<file path="src/rtl/ptm_pkg.sv">
// Shared definitions for the pipeline trace monitor: FSM state encoding and
// the width of one trace entry (per stage {valid, payload}).
package ptm_pkg;

    typedef enum logic [1:0] {
        ST_IDLE      = 2'd0,
        ST_ARMED     = 2'd1,
        ST_TRIGGERED = 2'd2,
        ST_DONE      = 2'd3
    } ptm_state_e;

    localparam int PTM_STATE_W = 2;

    function automatic int entry_width(input int data_w, input int stages);
        return stages * (data_w + 1);
    endfunction

endpackage

</file>
<file path="src/rtl/pipeline_trace_monitor_if.sv">
// Tap and readout bundle between the cpu core and the trace monitor.
// The core/bench side uses master, the monitor uses slave.
interface pipeline_trace_monitor_if #(
    parameter int DATA_W = 16,
    parameter int STAGES = 4
);
    import ptm_pkg::*;

    localparam int ENTRY_W = entry_width(DATA_W, STAGES);

    logic [STAGES*DATA_W-1:0] stage_word;
    logic [STAGES-1:0]        stage_valid;
    logic [STAGES-1:0]        stage_hold;
    logic [STAGES-1:0]        stage_flush;
    logic                     retire;
    logic                     rd_req;
    logic [ENTRY_W-1:0]       rd_data;
    logic                     rd_valid;
    logic                     rd_last;

    modport master (
        output stage_word, stage_valid, stage_hold, stage_flush, retire, rd_req,
        input  rd_data, rd_valid, rd_last
    );

    modport slave (
        input  stage_word, stage_valid, stage_hold, stage_flush, retire, rd_req,
        output rd_data, rd_valid, rd_last
    );

endinterface

</file>
<file path="src/rtl/ptm_trace_ram.sv">
// Single-write, single-read trace memory with a registered read port.
// Only the read register is reset, which block RAM output registers support.
module ptm_trace_ram #(
    parameter int WIDTH = 68,
    parameter int DEPTH = 16
) (
    input  logic                     clock,
    input  logic                     reset,
    input  logic                     wr_en,
    input  logic [$clog2(DEPTH)-1:0] wr_addr,
    input  logic [WIDTH-1:0]         wr_data,
    input  logic                     rd_en,
    input  logic [$clog2(DEPTH)-1:0] rd_addr,
    output logic [WIDTH-1:0]         rd_data
);

    logic [WIDTH-1:0] mem [DEPTH];

    always_ff @(posedge clock) begin
        if (wr_en) begin
            mem[wr_addr] <= wr_data;
        end
    end

    always_ff @(posedge clock) begin
        if (!reset) begin
            rd_data <= '0;
        end else if (rd_en) begin
            rd_data <= mem[rd_addr];
        end
    end

endmodule

</file>
<file path="src/rtl/pipeline_trace_monitor.sv">
// Pipeline trace monitor: circular capture of all inter-stage buffers with a
// post-trigger window and oldest-first readout. Counters built with PTM_PERF_CNT_EN.
module pipeline_trace_monitor
    import ptm_pkg::*;
#(
    parameter int DATA_W = 16,
    parameter int STAGES = 4,
    parameter int DEPTH  = 16,
    parameter int POST   = 4,
    parameter int CNT_W  = 32
) (
    input  logic                      clock,
    input  logic                      reset,
    input  logic                      arm,
    input  logic                      trigger,
    pipeline_trace_monitor_if.slave   bus,
    output logic [PTM_STATE_W-1:0]    state,
    output logic [$clog2(DEPTH):0]    fill,
    output logic [CNT_W-1:0]          cycle_count,
    output logic [CNT_W-1:0]          retire_count,
    output logic [CNT_W-1:0]          stall_count,
    output logic [CNT_W-1:0]          flush_count
);

    localparam int ADDR_W  = $clog2(DEPTH);
    localparam int FILL_W  = ADDR_W + 1;
    localparam int ENTRY_W = entry_width(DATA_W, STAGES);

    ptm_state_e          state_q;
    logic [ADDR_W-1:0]   wr_ptr;
    logic [ADDR_W-1:0]   rd_ptr;
    logic [FILL_W-1:0]   fill_q;
    logic [FILL_W-1:0]   rd_cnt;
    logic [FILL_W-1:0]   post_left;
    logic                capturing;
    logic                rd_accept;
    logic                rd_valid_q;
    logic                rd_last_q;
    logic [ENTRY_W-1:0]  entry;
    logic [ENTRY_W-1:0]  ram_q;

    always_comb begin
        entry = '0;
        for (int s = 0; s < STAGES; s++) begin
            entry[s*(DATA_W+1) +: DATA_W+1] = {bus.stage_valid[s], bus.stage_word[s*DATA_W +: DATA_W]};
        end
    end

    // arm takes priority over everything, so its own cycle never captures or reads
    assign capturing = (state_q == ST_ARMED || state_q == ST_TRIGGERED) && !arm;
    assign rd_accept = (state_q == ST_DONE) && !arm && bus.rd_req && !rd_valid_q
                       && (rd_cnt < fill_q);

    // Oldest entry sits fill slots behind wr_ptr; a full buffer wraps to wr_ptr itself
    assign rd_ptr = wr_ptr - fill_q[ADDR_W-1:0] + rd_cnt[ADDR_W-1:0];

    ptm_trace_ram #(
        .WIDTH (ENTRY_W),
        .DEPTH (DEPTH)
    ) u_ram (
        .clock   (clock),
        .reset   (reset),
        .wr_en   (capturing),
        .wr_addr (wr_ptr),
        .wr_data (entry),
        .rd_en   (rd_accept),
        .rd_addr (rd_ptr),
        .rd_data (ram_q)
    );

    always_ff @(posedge clock) begin
        if (!reset) begin
            state_q    <= ST_IDLE;
            wr_ptr     <= '0;
            fill_q     <= '0;
            rd_cnt     <= '0;
            post_left  <= '0;
            rd_valid_q <= 1'b0;
            rd_last_q  <= 1'b0;
        end else begin
            rd_valid_q <= rd_accept;
            rd_last_q  <= rd_accept && (rd_cnt + FILL_W'(1) == fill_q);
            if (rd_accept) begin
                rd_cnt <= rd_cnt + FILL_W'(1);
            end
            if (capturing) begin
                wr_ptr <= wr_ptr + ADDR_W'(1);
                if (fill_q != FILL_W'(DEPTH)) begin
                    fill_q <= fill_q + FILL_W'(1);
                end
            end
            if (arm) begin
                state_q   <= ST_ARMED;
                wr_ptr    <= '0;
                fill_q    <= '0;
                rd_cnt    <= '0;
                post_left <= '0;
            end else begin
                case (state_q)
                    ST_ARMED: begin
                        if (trigger) begin
                            if (POST == 0) begin
                                state_q <= ST_DONE;
                            end else begin
                                state_q   <= ST_TRIGGERED;
                                post_left <= FILL_W'(POST);
                            end
                        end
                    end
                    ST_TRIGGERED: begin
                        post_left <= post_left - FILL_W'(1);
                        if (post_left == FILL_W'(1)) begin
                            state_q <= ST_DONE;
                        end
                    end
                    default: begin
                    end
                endcase
            end
        end
    end

    assign state        = state_q;
    assign fill         = fill_q;
    assign bus.rd_data  = ram_q;
    assign bus.rd_valid = rd_valid_q;
    assign bus.rd_last  = rd_last_q;

`ifdef PTM_PERF_CNT_EN
    localparam int POP_W = $clog2(STAGES + 1);

    logic [CNT_W-1:0] cyc_q;
    logic [CNT_W-1:0] ret_q;
    logic [CNT_W-1:0] stall_q;
    logic [CNT_W-1:0] flush_q;
    logic [POP_W-1:0] flush_pop;
    logic [CNT_W:0]   flush_sum;

    always_comb begin
        flush_pop = '0;
        for (int s = 0; s < STAGES; s++) begin
            flush_pop = flush_pop + POP_W'(bus.stage_flush[s]);
        end
    end

    assign flush_sum = {1'b0, flush_q} + (CNT_W+1)'(flush_pop);

    // All counters stick at all-ones instead of wrapping
    always_ff @(posedge clock) begin
        if (!reset) begin
            cyc_q   <= '0;
            ret_q   <= '0;
            stall_q <= '0;
            flush_q <= '0;
        end else begin
            if (!(&cyc_q)) begin
                cyc_q <= cyc_q + CNT_W'(1);
            end
            if (bus.retire && !(&ret_q)) begin
                ret_q <= ret_q + CNT_W'(1);
            end
            if ((|bus.stage_hold) && !(&stall_q)) begin
                stall_q <= stall_q + CNT_W'(1);
            end
            flush_q <= flush_sum[CNT_W] ? '1 : flush_sum[CNT_W-1:0];
        end
    end

    assign cycle_count  = cyc_q;
    assign retire_count = ret_q;
    assign stall_count  = stall_q;
    assign flush_count  = flush_q;
`else
    logic unused_perf;
    assign unused_perf  = ^{bus.stage_hold, bus.stage_flush, bus.retire};
    assign cycle_count  = '0;
    assign retire_count = '0;
    assign stall_count  = '0;
    assign flush_count  = '0;
`endif

endmodule
</file>
<file path="src/flat_wrapper.sv">
// flat-port wrapper written by rule: the top's interface ports become plain ports
module pipeline_trace_monitor_flat import ptm_pkg::*;
#(
    parameter int DATA_W = 16,
    parameter int STAGES = 4,
    parameter int DEPTH  = 16,
    parameter int POST   = 4,
    parameter int CNT_W  = 32
)
  (clock, reset, arm, trigger, state, fill, cycle_count, retire_count, stall_count, flush_count, bus_stage_word, bus_stage_valid, bus_stage_hold, bus_stage_flush, bus_retire, bus_rd_req, bus_rd_data, bus_rd_valid, bus_rd_last);
  pipeline_trace_monitor_if #(.DATA_W(DATA_W), .STAGES(STAGES)) bus_i ();
  input  logic clock;
  input  logic reset;
  input  logic arm;
  input  logic trigger;
  output logic [PTM_STATE_W-1:0] state;
  output logic [$clog2(DEPTH):0] fill;
  output logic [CNT_W-1:0] cycle_count;
  output logic [CNT_W-1:0] retire_count;
  output logic [CNT_W-1:0] stall_count;
  output logic [CNT_W-1:0] flush_count;
  input wire logic [$bits(bus_i.stage_word)-1:0] bus_stage_word;
  input wire logic [$bits(bus_i.stage_valid)-1:0] bus_stage_valid;
  input wire logic [$bits(bus_i.stage_hold)-1:0] bus_stage_hold;
  input wire logic [$bits(bus_i.stage_flush)-1:0] bus_stage_flush;
  input wire logic [$bits(bus_i.retire)-1:0] bus_retire;
  input wire logic [$bits(bus_i.rd_req)-1:0] bus_rd_req;
  output wire logic [$bits(bus_i.rd_data)-1:0] bus_rd_data;
  output wire logic [$bits(bus_i.rd_valid)-1:0] bus_rd_valid;
  output wire logic [$bits(bus_i.rd_last)-1:0] bus_rd_last;
  assign bus_i.stage_word = bus_stage_word;
  assign bus_i.stage_valid = bus_stage_valid;
  assign bus_i.stage_hold = bus_stage_hold;
  assign bus_i.stage_flush = bus_stage_flush;
  assign bus_i.retire = bus_retire;
  assign bus_i.rd_req = bus_rd_req;
  assign bus_rd_data = bus_i.rd_data;
  assign bus_rd_valid = bus_i.rd_valid;
  assign bus_rd_last = bus_i.rd_last;
  pipeline_trace_monitor #(.DATA_W(DATA_W), .STAGES(STAGES), .DEPTH(DEPTH), .POST(POST), .CNT_W(CNT_W)) u_core (.clock(clock), .reset(reset), .arm(arm), .trigger(trigger), .bus(bus_i), .state(state), .fill(fill), .cycle_count(cycle_count), .retire_count(retire_count), .stall_count(stall_count), .flush_count(flush_count));
endmodule
</file>
<file path="config.mk">
export PLATFORM = sky130hd
export DESIGN_NAME = pipeline_trace_monitor_flat
export DESIGN_NICKNAME = d
export VERILOG_FILES = /design/src/rtl/ptm_pkg.sv /design/src/rtl/pipeline_trace_monitor_if.sv /design/src/rtl/ptm_trace_ram.sv /design/src/rtl/pipeline_trace_monitor.sv /design/src/flat_wrapper.sv
export SDC_FILE = /design/constraint.sdc
export NUM_CORES = 1
export LEC_CHECK = 0
export BUFFER_PORTS_ARGS = -buffer_cell sky130_fd_sc_hd__buf_2
export CAP_MARGIN = 20
export CORE_MARGIN = 3
export CORE_UTILIZATION = 43
export CTS_CLUSTER_DIAMETER = 60
export DETAILED_ROUTE_END_ITERATION = 8
export GPL_TIMING_DRIVEN = 0
export PLACE_DENSITY = 0.64
export SYNTH_ARGS = -nofsm -noshare
export SYNTH_HDL_FRONTEND = slang
export SYNTH_SLANG_ARGS = --single-unit
</file>
<file path="constraint.sdc">
create_clock -name clock -period 8 [get_ports clock]
set_clock_uncertainty 0.2 [all_clocks]
set_input_delay 0 -clock clock [delete_from_list [all_inputs] [get_ports clock]]
set_output_delay 0 -clock clock [all_outputs]
set_load 0.05 [all_outputs]
</file>
==> out/qor.log <==
[run] reported max-cap violation count 0
[die] Std-Cell Rows 121
[cts] post-CTS setup buffer count 0
[cts] clock-pin slew reported for the worst setup and hold paths after clock tree synthesis 0.06 ns
[layout] fraction of layout cells with a size suffix above 1 16.8%
[synth] Syn Inst Count 3,040
[worst_setup_path] number of stages on the worst setup path 13
[placed_design] post-detailed-placement cell area 52,100 sq um
[worst_setup_path] cell-by-cell listing of the critical path clkbuf_1 > inv_1 > fa_1 > inv_1 > ha_1 > xnor2_1 > buf_2 > buf_2 > buf_1 > nand3_1 > nand4_1 > mux2i_1 > a22o_1
[cts] CTS root buffer sky130_fd_sc_hd__clkbuf_16
[worst_setup_path] worst setup path endpoint u_core.u_ram.rd_data[7]
[route] total number of vias 28,301
[worst_setup_path] highest cell delay on the worst timing path 0.70 ns
[die] Core Footprint 110,000 sq um
[cts] TritonCTS clock tree done
[cts] Clk Latency, worst-skew pair 0.71 ns
[die] DIE WIDTH 339 microns
[cts] htree depth 3
[synth] Post-synth EDFFs 1,088
[synth] Synth top area share 68.4%
[timing] headroom to the max-slew limit 30.0%
[synth] Synth Cell Area 47,800 sq um
[synth] count of synthesis-stage warnings from yosys 0
[worst_setup_path] worst-path fanout max 11
[placed_design] global placement routability congestion 0.776
[synth] Mapped Avg Cell Area 15.7 sq um
[timing] unrepaired setup endpoints after global routing false
[cts] number of cells upsized or downsized after cts 0
[route] DRT iter0 DRCs 2,499
[grt] antenna violations before repair 4
[timing] final hold viol count 0
[layout] net count of the finished layout 3,705
[worst_setup_path] critical path type flip-flop to flip-flop
[run_status] status finished, final reports clean
[route] post-detailed-route count of antenna-violating nets 0
[worst_hold_path] Hold Crit Class input pin to flip-flop
[timing] final worst-path cycle share 63.1%
[synth] synth cell count leaders 1,088 x sky130_fd_sc_hd__edfxtp_1, 615 x sky130_fd_sc_hd__mux2i_1, 548 x sky130_fd_sc_hd__nand3_1, 140 x sky130_fd_sc_hd__nand4_1, 131 x sky130_fd_sc_hd__buf_4
[worst_setup_path] nature of the critical path endpoint flip-flop
[route] Residual DRC 0
[power] leakage power summed over all cells 18.8 nW
[grt] maximum number of pins on one net before global-route repair 28
[synth] sequential element share of the synthesized area 72.2%
[grt] first-pass GRT wire length 183,000 microns
[die] floorplan die area 115,000 sq um
[cts] TritonCTS Buffers 118
[worst_setup_path] Worst EP arrival 5.43 ns
[timing] Least-Margin Pin Slew 1.05 ns
[placed_design] port buffer count 149
[placed_design] Post-DP HPWL 82,400 microns
[synth] unique cell type count in the Yosys netlist 41
[timing] count of pins over their slew limit 0
[timing] Max Clk Rate 0.198 GHz
[worst_setup_path] startpoint type of the worst setup path flip-flop
[power] ratio of total power to cell area 239 nW/um^2
[route] total routed wirelength 125,000 microns
[worst_setup_path] CP Launch Point u_core.wr_ptr[2]
[worst_setup_path] R2R Path End u_core.u_ram.rd_data[7]
[synth] flop and latch count out of synthesis 1,179
[die] number of primary I/O pins 287
[synth] Synth area leaders sky130_fd_sc_hd__edfxtp_1 68%, sky130_fd_sc_hd__mux2i_1 13%, sky130_fd_sc_hd__nand3_1 5.7%
[die] Chip Height 339 microns
[timing] fin crit period 5.05 ns
[timing] total setup violations reported at the end of the flow 0
[route] post-DR wirelength/cell 24.1 microns
[power] worst voltage drop across the vdd grid 190 uV
[synth] most common flop cell mapped by yosys sky130_fd_sc_hd__edfxtp_1
[grt] total global routing track utilization 21.2%
[worst_setup_path] Register-to-Register Path Depth 13
[cts] buffer levels on the longest clock path 3
[worst_setup_path] worst reg2reg startpoint u_core.wr_ptr[2]
[grt] global route overflow 0
[route] ratio of routed vias to standard cells 5.47
[layout] final standard cell area without fillers 56,900 sq um
[worst_setup_path] slowest cell on the critical path sky130_fd_sc_hd__buf_2
[worst_setup_path] family of cells with the greatest summed delay on the critical path buffers and inverters
[timing] setup_tns 0 ns
[die] initial standard-cell utilization of the core 43.6%
[synth] cell taking the most area after synthesis sky130_fd_sc_hd__edfxtp_1
[worst_setup_path] flop-to-flop setup slack 2.95 ns
[cts] number of buffers inserted for hold repair after clock tree synthesis 87
[synth] most common cell in the synthesized netlist sky130_fd_sc_hd__edfxtp_1
[route] number of iterations in the first detailed-routing pass 5
[layout] post-synthesis to final-layout area growth 19.1%
[synth] post-synthesis async set-or-reset flop share 0%
[worst_setup_path] CP required 8.39 ns
[worst_setup_path] CP Buf/Inv Count 6
[grt] via count of the first global-routing pass 27,929
[cts] number of clock sinks 1,179
state kept, by name, summed over array words and instances, names as in the netlist:
name                  cells
u_core.u_ram.mem       1088
u_core.wr_ptr             4
u_core.fill               5
u_core.u_ram.rd_data     68
u_core.state              2
u_core.post_left          5
u_core.bus.rd_valid       1
u_core.bus.rd_last        1
u_core.rd_cnt             5
per-stage QoR:
stage	hold slack, ns	util, %	worst slack [ns]	power [mW]	std cells
after global placement	0.0644	46.4	-3.84	8.10	4792
after CTS	0.000174	51.9	3.08	13.6	5176
after detailed placement	0.0644	47.5	3.11	8.12	4867
final	0.0264	51.9	2.95	13.6	5178
after global routing	0.00913	51.9	2.77	14.0	5177
after floorplan	-0.101	-	0.984	7.65	3167
layout by cell type (no fill, tap or decap), types with 4 or more instances in the layout:
| master | Yosys | final |
|---|---|---|
| sky130_fd_sc_hd__nand2_1 | 8 | 8 |
| sky130_fd_sc_hd__inv_6 | 0 | 4 |
| sky130_fd_sc_hd__xnor2_1 | 12 | 12 |
| sky130_fd_sc_hd__dlygate4sd3_1 | 0 | 87 |
| sky130_fd_sc_hd__nor2_4 | 0 | 12 |
| sky130_fd_sc_hd__xor2_1 | 7 | 7 |
| sky130_fd_sc_hd__nand4_1 | 140 | 140 |
| sky130_fd_sc_hd__edfxtp_1 | 1088 | 1088 |
| sky130_fd_sc_hd__mux2i_1 | 615 | 615 |
| sky130_fd_sc_hd__clkinvlp_4 | 0 | 4 |
| sky130_fd_sc_hd__bufinv_16 | 0 | 12 |
| sky130_fd_sc_hd__a22o_1 | 68 | 68 |
| sky130_fd_sc_hd__buf_8 | 0 | 9 |
| sky130_fd_sc_hd__clkbuf_16 | 0 | 119 |
| sky130_fd_sc_hd__inv_1 | 21 | 21 |
| sky130_fd_sc_hd__dfxtp_1 | 91 | 91 |
| sky130_fd_sc_hd__buf_4 | 131 | 135 |
| sky130_fd_sc_hd__buf_1 | 15 | 15 |
| sky130_fd_sc_hd__clkbuf_8 | 0 | 10 |
| sky130_fd_sc_hd__buf_16 | 0 | 4 |
| sky130_fd_sc_hd__ha_1 | 21 | 21 |
| sky130_fd_sc_hd__nor3_2 | 0 | 4 |
| sky130_fd_sc_hd__nand3_1 | 548 | 548 |
| sky130_fd_sc_hd__clkinv_1 | 0 | 17 |
| sky130_fd_sc_hd__clkbuf_1 | 121 | 152 |
| sky130_fd_sc_hd__a21oi_1 | 11 | 11 |
| sky130_fd_sc_hd__buf_2 | 69 | 218 |
| sky130_fd_sc_hd__nor2_1 | 29 | 17 |
| sky130_fd_sc_hd__clkinv_2 | 0 | 18 |
| sky130_fd_sc_hd__o21ai_0 | 4 | 4 |
| sky130_fd_sc_hd__buf_6 | 0 | 33 |
| sky130_fd_sc_hd__conb_1 | 1 | 128 |
| sky130_fd_sc_hd__buf_12 | 0 | 26 |
| sky130_fd_sc_hd__o21a_1 | 4 | 4 |
routing by layer:
layer,vias to the layer above,track usage (%),share of wire (%)
met5,-,0,0.010
met4,2,6.45,2.9
met3,214,3.35,7.7
met2,1251,34.8,48
met1,14134,29.2,42
li1,12700,-,-
cells by family (layout without fill, tap and decap cells):
| group | Yosys count | after routing | share of synthesized area [%] |
|---|---|---|---|
| AO/OA/AOI/OAI | 95 | 95 | 1.61 |
| XOR/XNOR | 20 | 20 | 0.382 |
| adder cells (fa/ha/maj) | 24 | 24 | 0.676 |
| buffers and inverters | 358 | 892 | 4.02 |
| flip-flops | 1179 | 1179 | 72.2 |
| multiplexers | 615 | 615 | 12.9 |
| other | 1 | 129 | 0.00785 |
| AND/OR/NAND/NOR | 748 | 748 | 8.19 |
where the power goes:
part,switching (mW),internal [mW]
logic,0.894,0.380
registers,0.00838,6.76
clock network,2.31,3.23
worst reg2reg max path, stage by stage (launching register included):
cell,delay [ns]
sky130_fd_sc_hd__dfxtp_1,0.31
sky130_fd_sc_hd__clkbuf_1,0.38
sky130_fd_sc_hd__inv_1,0.19
sky130_fd_sc_hd__fa_1,0.55
sky130_fd_sc_hd__inv_1,0.04
sky130_fd_sc_hd__ha_1,0.33
sky130_fd_sc_hd__xnor2_1,0.31
sky130_fd_sc_hd__buf_2,0.70
sky130_fd_sc_hd__buf_2,0.59
sky130_fd_sc_hd__buf_1,0.59
sky130_fd_sc_hd__nand3_1,0.21
sky130_fd_sc_hd__nand4_1,0.22
sky130_fd_sc_hd__mux2i_1,0.13
sky130_fd_sc_hd__a22o_1,0.20
layout make-up:
cell class                 count  area (sq um)
fill                        9061         52700
clock buffer                 162          3250
buffer                       336          1840
inverter                      22          82.6
sequential                  1179         34500
antenna                        1          2.50
tap                         1476          1850
multi-input combinational   1630         11900
timing repair buffer         312          2780
clock inverter                60           659
how the worst min path moves through the flow:
stage	to	from	cells after the start
after floorplan	u_core.u_ram.mem[0][0]	bus_stage_word[0]	0
after global placement	u_core.state[0]	reset	2
after detailed placement	u_core.state[0]	reset	2
after CTS	u_core.u_ram.mem[9][42]	bus_stage_word[40]	2
after global routing	u_core.u_ram.mem[10][63]	bus_stage_word[60]	2
final	u_core.u_ram.mem[7][26]	bus_stage_word[25]	2
No activity file was read; power rests on OpenSTA's default activity.
